**src/rtl/t06_frame_scheduler.sv**
```systemverilog
// One full-screen refresh of the snake game's 8080-style LCD. It writes RAM-write,
// then raster-scans the cell grid, querying the CPU and emitting a colour per cell.
module t06_frame_scheduler #(
  parameter int unsigned GRID_W         = 16,
  parameter int unsigned GRID_H         = 16,
  parameter int unsigned BYTES_PER_CELL = 4,
  parameter logic [7:0]  CMD_RAMWR      = 8'h2C
) (
  input  logic       clk,
  input  logic       nrst,
  input  logic       frame_req,
  input  logic       game_over,
  input  logic       head,
  input  logic       body,
  input  logic       apple,
  input  logic       wall,
  output logic [3:0] x,
  output logic [3:0] y,
  output logic [7:0] d,
  output logic       wr,
  output logic       dcx,
  output logic       busy,
  output logic       frame_done
);

  typedef enum logic [2:0] {
    S_IDLE,
    S_CMD_A,
    S_CMD_B,
    S_LOOKUP,
    S_DATA_A,
    S_DATA_B,
    S_DONE
  } state_e;

  localparam logic [3:0] X_LAST = 4'(GRID_W - 1);
  localparam logic [3:0] Y_LAST = 4'(GRID_H - 1);
  localparam logic [8:0] BPC    = 9'(BYTES_PER_CELL);

  state_e     state_q;
  logic [3:0] x_q, y_q;
  logic [7:0] d_q;
  logic       wr_q, dcx_q, busy_q, frame_done_q;
  logic [7:0] colour_q, colour_d;
  logic [7:0] cnt_q;
  logic [8:0] cnt_inc;

  // NOTE: every signal written in always_comb gets a default first, so no latch is inferred.
  always_comb begin
    colour_d = 8'h00;
    if (game_over)  colour_d = 8'hE0;
    else if (wall)  colour_d = 8'hFF;
    else if (head)  colour_d = 8'h1C;
    else if (body)  colour_d = 8'h14;
    else if (apple) colour_d = 8'hE0;
  end

  assign cnt_inc = {1'b0, cnt_q} + 9'd1;

  // Each state's bus values are registered as the state exits, so a byte's
  // strobe-low half is visible one cycle after its phase-A state.
  // NOTE: sequential state uses non-blocking assignments only, so all registers update together.
  always_ff @(posedge clk or negedge nrst) begin
    if (!nrst) begin
      state_q      <= S_IDLE;
      x_q          <= 4'd0;
      y_q          <= 4'd0;
      d_q          <= 8'h00;
      wr_q         <= 1'b1;
      dcx_q        <= 1'b1;
      busy_q       <= 1'b0;
      frame_done_q <= 1'b0;
      colour_q     <= 8'h00;
      cnt_q        <= 8'd0;
    end else begin
      frame_done_q <= 1'b0;
      case (state_q)
        S_IDLE: begin
          wr_q <= 1'b1;
          if (frame_req) begin
            busy_q  <= 1'b1;
            x_q     <= 4'd0;
            y_q     <= 4'd0;
            state_q <= S_CMD_A;
          end
        end
        S_CMD_A: begin
          d_q     <= CMD_RAMWR;
          dcx_q   <= 1'b0;
          wr_q    <= 1'b0;
          state_q <= S_CMD_B;
        end
        S_CMD_B: begin
          wr_q    <= 1'b1;
          state_q <= S_LOOKUP;
        end
        S_LOOKUP: begin
          colour_q <= colour_d;
          cnt_q    <= 8'd0;
          wr_q     <= 1'b1;
          state_q  <= S_DATA_A;
        end
        S_DATA_A: begin
          d_q     <= colour_q;
          dcx_q   <= 1'b1;
          wr_q    <= 1'b0;
          state_q <= S_DATA_B;
        end
        S_DATA_B: begin
          wr_q  <= 1'b1;
          cnt_q <= cnt_inc[7:0];
          if (cnt_inc < BPC) begin
            state_q <= S_DATA_A;
          end else if (x_q == X_LAST && y_q == Y_LAST) begin
            x_q          <= 4'd0;
            y_q          <= 4'd0;
            frame_done_q <= 1'b1;
            state_q      <= S_DONE;
          end else if (x_q == X_LAST) begin
            x_q     <= 4'd0;
            y_q     <= y_q + 4'd1;
            state_q <= S_LOOKUP;
          end else begin
            x_q     <= x_q + 4'd1;
            state_q <= S_LOOKUP;
          end
        end
        S_DONE: begin
          x_q     <= 4'd0;
          y_q     <= 4'd0;
          busy_q  <= 1'b0;
          state_q <= S_IDLE;
        end
        default: state_q <= S_IDLE;
      endcase
    end
  end

  assign x          = x_q;
  assign y          = y_q;
  assign d          = d_q;
  assign wr         = wr_q;
  assign dcx        = dcx_q;
  assign busy       = busy_q;
  assign frame_done = frame_done_q;

endmodule
```
**config.mk**
```make
export PLATFORM = sky130hd
export DESIGN_NAME = t06_frame_scheduler
export DESIGN_NICKNAME = d
export VERILOG_FILES = /design/src/rtl/t06_frame_scheduler.sv
export SDC_FILE = /design/constraint.sdc
export NUM_CORES = 1
export LEC_CHECK = 0
export BUFFER_PORTS_ARGS = -buffer_cell sky130_fd_sc_hd__clkbuf_2
export CAP_MARGIN = 20
export CORE_MARGIN = 2
export CORE_UTILIZATION = 55
export DETAILED_ROUTE_END_ITERATION = 8
export GPL_TIMING_DRIVEN = 0
export PLACE_DENSITY_LB_ADDON = 0.08
export SLEW_MARGIN = 20
export SYNTH_ARGS = -nofsm -noshare
export SYNTH_HDL_FRONTEND = slang
export SYNTH_SLANG_ARGS = --single-unit
```
**constraint.sdc**
```tcl
create_clock -name clk -period 2.85 [get_ports clk]
set_clock_uncertainty 0.15 [all_clocks]
set_input_delay 0.855 -clock clk [delete_from_list [all_inputs] [get_ports clk]]
set_output_delay 0.855 -clock clk [all_outputs]
set_load 0.02 [all_outputs]
```
# Word level (Yosys, flattened, before mapping)

Cells that the tools add are included.

Input bits: 8
Output and inout port bits: 20
Word-level logic and storage cells: 64
Register bits: 39

Reductions and logical operators: 12
Mux-type cells: 27
Magnitude comparators: 1
Equal/unequal tests: 11
Add/subtract/negate cells: 3

Operators with widths:

| kind                  | count |
|---|---|
| $mux W8               | 5 |
| $pmux W8 S2           | 2 |
| $mux W4               | 7 |
| $pmux W4 S3           | 2 |
| $pmux W3 S6           | 1 |
| $add A8 B1 Y9 const B | 1 |
| $eq A3 B3 Y1 const B  | 3 |
| $lt A9 B3 Y1 const B  | 1 |
| $mux W3               | 3 |
| $add A4 B1 Y4 const B | 2 |
| $eq A4 B4 Y1 const B  | 2 |
| $reduce_bool A2 Y1    | 4 |
| $eq A3 B2 Y1 const B  | 2 |
| $pmux W1 S2           | 3 |
| $mux W1               | 4 |
| $ne A2 B2 Y1 const B  | 2 |
| $reduce_and A4 Y1     | 1 |
| $reduce_or A4 Y1      | 1 |
| $eq A3 B1 Y1 const B  | 1 |
| $logic_not A3 Y1      | 1 |
| $ne A3 B3 Y1 const B  | 1 |
| $reduce_and A3 Y1     | 1 |
| $reduce_bool A3 Y1    | 1 |
| $reduce_and A2 Y1     | 1 |
| 2 further kinds       | 2 |

# Depth between registers and ports, before layout

Gate-level depths: netlist of the first run.

Depth in word-level cells: 5
Gate-level depth with buffers: 7
Depth with buffers taken out: 6

# Worst setup path after synthesis of the first run

No wires, ideal clock.

Path type: register to register
Start: register cnt_q[0]
End: register x_q[1], in the netlist x[1]
Data arrival time: 1958 ps
Path buffers: 1
Setup time: 79 ps
Slack: 662 ps
Cell stages (with the launch flop): 7
Data required time: 2621 ps
Cell sequence: dfrtp_1 -> ha_1 -> or4b_4 -> o31a_1 -> buf_6 -> o21ai_4 -> mux2i_1

Longest elaborated chain between the ends: 4

Ends and longest elaborated chain:

| what                        | line | text |
|---|---|---|
| start, declared             | 45   | `logic [7:0] cnt_q;` |
| start signal, assigned      | 111  | `cnt_q <= cnt_inc[7:0];` |
| $add A8 B1 Y9               | 58   | `assign cnt_inc = {1'b0, cnt_q} + 9'd1;` |
| $lt A9 B3 Y1                | 112  | `if (cnt_inc < BPC) begin` |
| $ne A2 B2 Y1 (no line)      | -    |  |
| $reduce_and A3 Y1 (no line) | -    |  |
| end signal, assigned        | 124  | `x_q <= x_q + 4'd1;` |
| end, declared               | 41   | `logic [3:0] x_q, y_q;` |

No other way between the ends.
A chain may end at the register's enable or synchronous reset.

# Worst setup path in the final report of the first run

Ends and elaborated chain as after synthesis.

==> results of run 1 <==
==> worst reg2reg max path, stage by stage (launching register included) <==
cell and delay (ns):
dfrtp_1 0.46, ha_1 0.29, or4b_4 0.51, o31a_1 0.32, buf_6 0.15, o21ai_4 0.21, mux2i_1 0.20
==> path summary, 6_finish.rpt <==
check / slack, ns / start / depth (start not counted) / end
max: 0.51 / cnt_q[0]$_DFFE_PN0P_ / 6 / x[1]$_DFFE_PN0P_
min: 0.34 / colour_q[3]$_DFFE_PN0P_ / 2 / colour_q[3]$_DFFE_PN0P_
max reg2reg: 0.51 / cnt_q[0]$_DFFE_PN0P_ / 6 / x[1]$_DFFE_PN0P_
min reg2reg: 0.34 / colour_q[3]$_DFFE_PN0P_ / 2 / colour_q[3]$_DFFE_PN0P_
max in group asynchronous: 1.62 / nrst / 1 / cnt_q[3]$_DFFE_PN0P_
min in group asynchronous: 0.42 / nrst / 1 / state_q[0]$_DFFE_PN0N_
==> stage by stage <==
step | cells | cell area (µm²) | worst slack [ns]
after floorplan | 191 | 1780 | 0.662
after global placement | 262 | 1970 | 0.559
after detailed placement | 262 | 1970 | 0.515
after CTS | 270 | 2060 | 0.504
after global routing | 270 | 2060 | 0.397
final | 270 | 2060 | 0.511
==> report_power, final <==
part	switching, mW	total [mW]	internal, mW
Sequential	0.106	0.700	0.593
Combinational	0.442	0.697	0.255
Clock	0.158	0.367	0.209
==> metal layers <==
metal	track usage, %	vias to the layer above	part of all wire, %
met5	0	-	0
met4	9.01	0	1.0
met3	5.97	5	5.1
met2	38.1	41	48
met1	30.8	744	46
li1	-	778	-
==> flip-flops by register name (all words and copies together), names as in the netlist <==
name	count
frame_done	1
x	4
state_q	3
colour_q	4
wr	1
cnt_q	8
dcx	1
d	6
busy	1
y	4
==> logic make-up after synthesis <==
group	synth area share (%)
AOI/OAI and AO/OA	27.1
xor gates and xnor gates	0.491
adders and majority gates	2.11
buffers and inverters	4.49
DFF	46.5
muxes	1.12
and+or+nand+nor	18.2
==> final cells by class <==
cell class                      instances  area, µm²  share of cell area (%)
Inverter                                5       18.8                   0.912
Multi-Input combinational cell        141        875                    42.5
Timing Repair Buffer                   27        135                    6.57
Sequential cell                        33        828                    40.2
Clock buffer                            7       55.1                    2.67
Tap cell                               44       55.1                    2.67
Clock inverter                          1       30.0                    1.46
Buffer                                 12       61.3                    2.98
==> cells in the mapped netlist (all sizes together), types with 2 or more instances <==
library cell and n:
nand3 8, and3 2, and2 3, o22a 6
mux2i 2, nand3b 2, o31a 2, nand2 21
a22oi 3, nor2 12, nor3 4, a31oi 4
o31ai 3, a22o 2, buf 4, dfrtp 31
o21ai 31, dfstp 2, ha 3, clkbuf 8
o211ai 4, a211oi 2, nand2b 3, inv 5
nand4 4, o311ai 2, a21o 2, a21oi 3
or3 2
==> metrics.md, run 1 <==
| Metric | Value |
|---|---|
| Post-synthesis register bit count | `33` |
| Syn Nets | `202` |
| Setup Fix Bufs, Post-CTS | `0` |
| Hold crit path type | `flop to flop` |
| Hold buffers post-CTS | `0` |
| Post-detail-place hpwl | `2.72 mm` |
| Syn Std Cell Area | `0.00178 mm²` |
| Unrepaired setup endpoints after global routing | `false` |
| Critical path class | `flop to flop` |
| Rows | `20` |
| Die width | `60.9 µm` |
| Largest net degree at the start of global routing | `34` |
| Vias post-DR | `1568` |
| Yosys top cell by area | `dfrtp_1` |
| Setup crit end kind | `flop` |
| H-tree levels | `2` |
| Drt wl/cell | `14.2 µm` |
| DIE AREA | `0.00371 mm²` |
| P per Cell Area | `857 mW/mm²` |
| Overall power | `1.76 mW` |
| Fmax achieved | `428 MHz` |
| Post-route minimum period | `2.34 ns` |
| Crit-path cells | `ha_1 > or4b_4 > o31a_1 > buf_6 > o21ai_4 > mux2i_1` |
| Die Span Y | `roughly 60 µm` |
| Setup TNS | `0 ns` |
| Leakage | `around 0.93 nW` |
| Crit share post-route | `a little over 80%` |
| NumNets Final | `236` |
| Final wirelength | `3.83 mm` |
| Fin. Hold Viols | `0` |
| Synth-to-layout area growth | `15.4%` |
| GPL Wtd Cong | `about 0.86` |
| Slew @ Worst Pin | `0.785 ns` |
| Hold slack | `0.345 ns` |
| Max capacitance violation total | `0` |
| Main flop type after synthesis | `dfrtp_1` |
| Worst path arrival time | `2.46 ns` |
| Worst-path fanout max | `10` |
| Total Routing Usage GR | `a little under a quarter` |
| Worst EP required | `just under 3 ns` |
| Most common cell after layout, fill and taps aside | `dfrtp_1` |
| Ys Warns | `0` |
| Longest Clk Path Bufs | `2` |
| Util after Layout | `66.9%` |
| Family with the most delay on the worst path | `compound AO/OA/AOI/OAI gates` |
| Post-synth EDFFs | `0` |
| DR vias/cell | `5.81` |
| Share of layout cells above drive strength 1 | `19.9%` |
| Mapped Avg Cell Area | `~9.3 µm²` |
| Ant diodes | `0` |
| PortBufs | `27` |
| First-pass GRT wire length | `about 6.4 mm` |
| CP max-delay cell | `or4b_4` |
| Outcome | `completed` |
| CTS tree | `done` |
| Ranking of synthesized cells by area | `dfrtp_1, o21ai_0, nand2_1` |
| Post-DRT Antenna Nets | `0` |
| GRT overflow | `0` |
| Vias in the first global route | `1411` |
| Ports | `28` |
| Clock sinks | `33` |
| Clock latency on the worst-skew pair | `0.34 ns` |
| CP bufs+invs | `1` |
| Most frequent cells in the layout | `dfrtp_1, clkbuf_2, o21ai_0` |
| Cells after synthesis | `191` |
| Startpoint Class | `flop` |
| Drt pass-1 iters | `4` |
| # DRC | `0` |
| Count of cell types in the netlist | `between 40 and 50` |
| CTS resizes | `0` |
| Max Slew Vio Count | `0` |
| Asr flop ratio synth | `100%` |
| Clock Pin Slew Worst Setup and Hold Paths | `0.10 ns` |
| CTS Buf Count | `5` |
| Core ar. | `0.00308 mm²` |
| 1st-iter DRT viols | `between 60 and 70` |
| Setup Viol. Count Final | `0` |
| Synth top area share | `43.5%` |
| Fillers | `278` |
| Starting Density | `57.9%` |
| Max VDD drop | `0.000495 V` |
| Sequential-to-total area share from yosys stat | `a little under half` |
| Clock root cell | `clkbuf_4` |
| Initial antenna violation count | `0` |
| CP max stage delay | `around 0.5 ns` |
| Slew margin rel. | `47.7%` |
No activity file was read; power rests on OpenSTA's default activity.
==> run 2, diff against run 1 <==
- ABC_AREA: not set -> 1
- clock period: 2.85 -> 2.32 ns (I/O delays scaled with it)
==> run 2 against run 1 <==
Total power is 30% higher; cell count up 3.3%; via count is 4.2% lower; critical path depth grew 5; cell area shrank 3.5%; first-iteration DRC count is 22% higher; core utilization is 0.70 points lower; clock-buffer cell count down 2; sequential share of layout area up 1.4 points; critical endpoint is now x[2]$_DFFE_PN0P_.
==> metrics.md, run 2 <==
| Metric | Value |
|---|---|
| CP max-delay cell | `dfrtp_1` |
| Ys Warns | `0` |
| Leakage | `1.05 nW` |
| Area of the multi-input gates | `around 760 µm²` |
| Flip-flop and latch area | `a little over 800 µm²` |
| Clock sinks | `33` |
| Hold buffers post-CTS | `0` |
| Util after Layout | `66.2%` |
| Max reg flops | `8` |
| Die Span Y | `59.7 µm` |
| Main flop type after synthesis | `dfrtp_1` |
| Share of layout cells above drive strength 1 | `23.6%` |
| GPL Wtd Cong | `between 0.8 and 0.9` |
| Non-Filler Instances | `279` |
| Clock Pin Slew Worst Setup and Hold Paths | `0.13 ns` |
| Post-DRT Antenna Nets | `0` |
| Ant diodes | `0` |
| Final wirelength | `~3.6 mm` |
| Most frequent cells in the layout | `nand2_1, dfrtp_1, clkbuf_2` |
| Fillers | `257` |
| Synth top area share | `45.5%` |
| Post-detail-place hpwl | `2.58 mm` |
| Largest net degree at the start of global routing | `34` |
| Setup ws final | `0.378 ns` |
| Worst-path fanout max | `7` |
| Pre-CTS WS | `0.424 ns` |
| Overall power | `2.29 mW` |
| Setup Viol. Count Final | `0` |
| Worst path arrival time | `2.03 ns` |
| Slew margin rel. | `47.1%` |
| NumNets Final | `256` |
| Sequential-to-total area share from yosys stat | `48.6%` |
| Most common cell in the synthesized netlist | `nand2_1` |
| Top reg by flops | `cnt_q` |
| Setup TNS | `0 ns` |
| Placed insts | `271` |
| Critical path class | `flop to flop` |
| Drt pass-1 iters | `4` |
| Setup crit start | `cnt_q[1]$_DFFE_PN0P_` |
| Fin. Hold Viols | `0` |
| Unrepaired setup endpoints after global routing | `false` |
| Post-route minimum period | `1.94 ns` |
| Startpoint Class | `flop` |
| Mapped Avg Cell Area | `8.08 µm²` |
| Count of cell types in the netlist | `28` |
| Most common cell on crit path | `nand2_1` |
| Most common cell after layout, fill and taps aside | `nand2_1` |
| R2r worst-path depth | `11` |
| Cell area after layout | `0.00199 mm²` |
| # DRC | `0` |
| Syn Nets | `222` |
| Cells after synthesis | `211` |
| Max capacitance violation total | `0` |
| Syn Std Cell Area | `0.00170 mm²` |
| CTS tree | `done` |
| Post-synthesis register bit count | `33` |
| GRT overflow | `0` |
| Synth-to-layout area growth | `16.6%` |
| First-pass GRT wire length | `approximately 6.1 mm` |
| Setup Fix Bufs, Post-CTS | `0` |
| PortBufs | `27` |
| Fmax achieved | `515 MHz` |
| Commonest cells post-synth | `nand2_1, dfrtp_1, nand3_1, inv_1, nor2_1` |
| 1st-iter DRT viols | `77` |
| Crit share post-route | `83.7%` |
| Core ar. | `~0.003 mm²` |
| Yosys top cell by area | `dfrtp_1` |
| Placed cell area | `0.00188 mm²` |
| Asr flop ratio synth | `between 90% and 100%` |
| Initial antenna violation count | `0` |
| Post-synth EDFFs | `0` |
| CTS Buf Count | `5` |
| P per Cell Area | `1150 mW/mm²` |
| Slew @ Worst Pin | `0.793 ns` |
| Longest Clk Path Bufs | `2` |
| Clock root cell | `clkbuf_4` |
| Rows | `20` |
| Max VDD drop | `0.000738 V` |
| Die width | `approximately 60 µm` |
| H-tree levels | `2` |
| Worst EP required | `2.40 ns` |
| Crit-path cells | `ha_1 > nand3_1 > nand2_1 > nand2_1 > nand3_2 > nor2_4 > nand2_2 > nand2_4 > nand2_2 > nand2_1 > nand2_1` |
| DIE AREA | `0.00356 mm²` |
| Starting Density | `between 50% and 60%` |
| Clock latency on the worst-skew pair | `0.36 ns` |
| Ranking of synthesized cells by area | `dfrtp_1, nand2_1, nand3_1` |
| Vias in the first global route | `1352` |
| Setup crit end kind | `flop` |
| Critical R2R Launch | `cnt_q[1]$_DFFE_PN0P_` |
| Max Slew Vio Count | `0` |
| CTS resizes | `0` |
| Drt wl/cell | `12.8 µm` |
| CP max stage delay | `approximately 0.44 ns` |
| Ports | `28` |
| Hold crit path type | `primary input to async pin` |
| Hold slack | `0.249 ns` |
| Outcome | `completed` |
| DR vias/cell | `about 5.4` |
| Vias post-DR | `1502` |
| Total Routing Usage GR | `around 23%` |
## run 2: cells by family (layout without fill, tap and decap cells)
family,Yosys count,count (layout),synth area share (%)
buf+inv,27,62,6.68
fa+ha+maj,3,3,2.20
compound gates,24,24,8.00
simple gates,122,122,33.5
xor+xnor,2,2,1.03
flops,33,33,48.6
## run 2: final timing paths
kind	endpoint	slack [ns]
hold / removal	cnt_q[2]$_DFFE_PN0P_	0.25
min in group clk	dcx$_DFFE_PN1P_	0.34
max in group asynchronous	state_q[1]$_DFFE_PN0N_	1.25
hold reg to reg	dcx$_DFFE_PN1P_	0.34
setup reg to reg	x[2]$_DFFE_PN0P_	0.38
setup / recovery	x[2]$_DFFE_PN0P_	0.38
## run 2: area by class of cell
cell class / count / area share, %
multi-input combinational: 151 / 38.4
sequential: 33 / 41.7
timing repair buffer: 27 / 6.80
clock inverter: 3 / 3.46
clock buffer: 5 / 1.89
tap: 33 / 2.08
buffer: 4 / 1.32
inverter: 23 / 4.41
## run 2: critical path, delay by kind of cell, from the launching register on
kind	cells	cell delay, ns
fa+ha+maj	1	0.25
simple gates	10	0.99
flops	1	0.44
## run 2: layer usage
metal	share of wire (%)	vias up	global-route usage, %
met1	47	706	30.5
met2	48	27	36.5
met5	0	-	0
li1	-	765	-
met4	0.90	0	5.71
met3	4.3	4	6.28
## run 2: power by group
| group | leakage [nW] | internal, mW | switching (mW) |
|---|---|---|---|
| clock | 0.0558 | 0.339 | 0.213 |
| sequential | 0.419 | 0.744 | 0.126 |
| combinational | 0.576 | 0.284 | 0.588 |
| total | 1.05 | 1.37 | 0.927 |
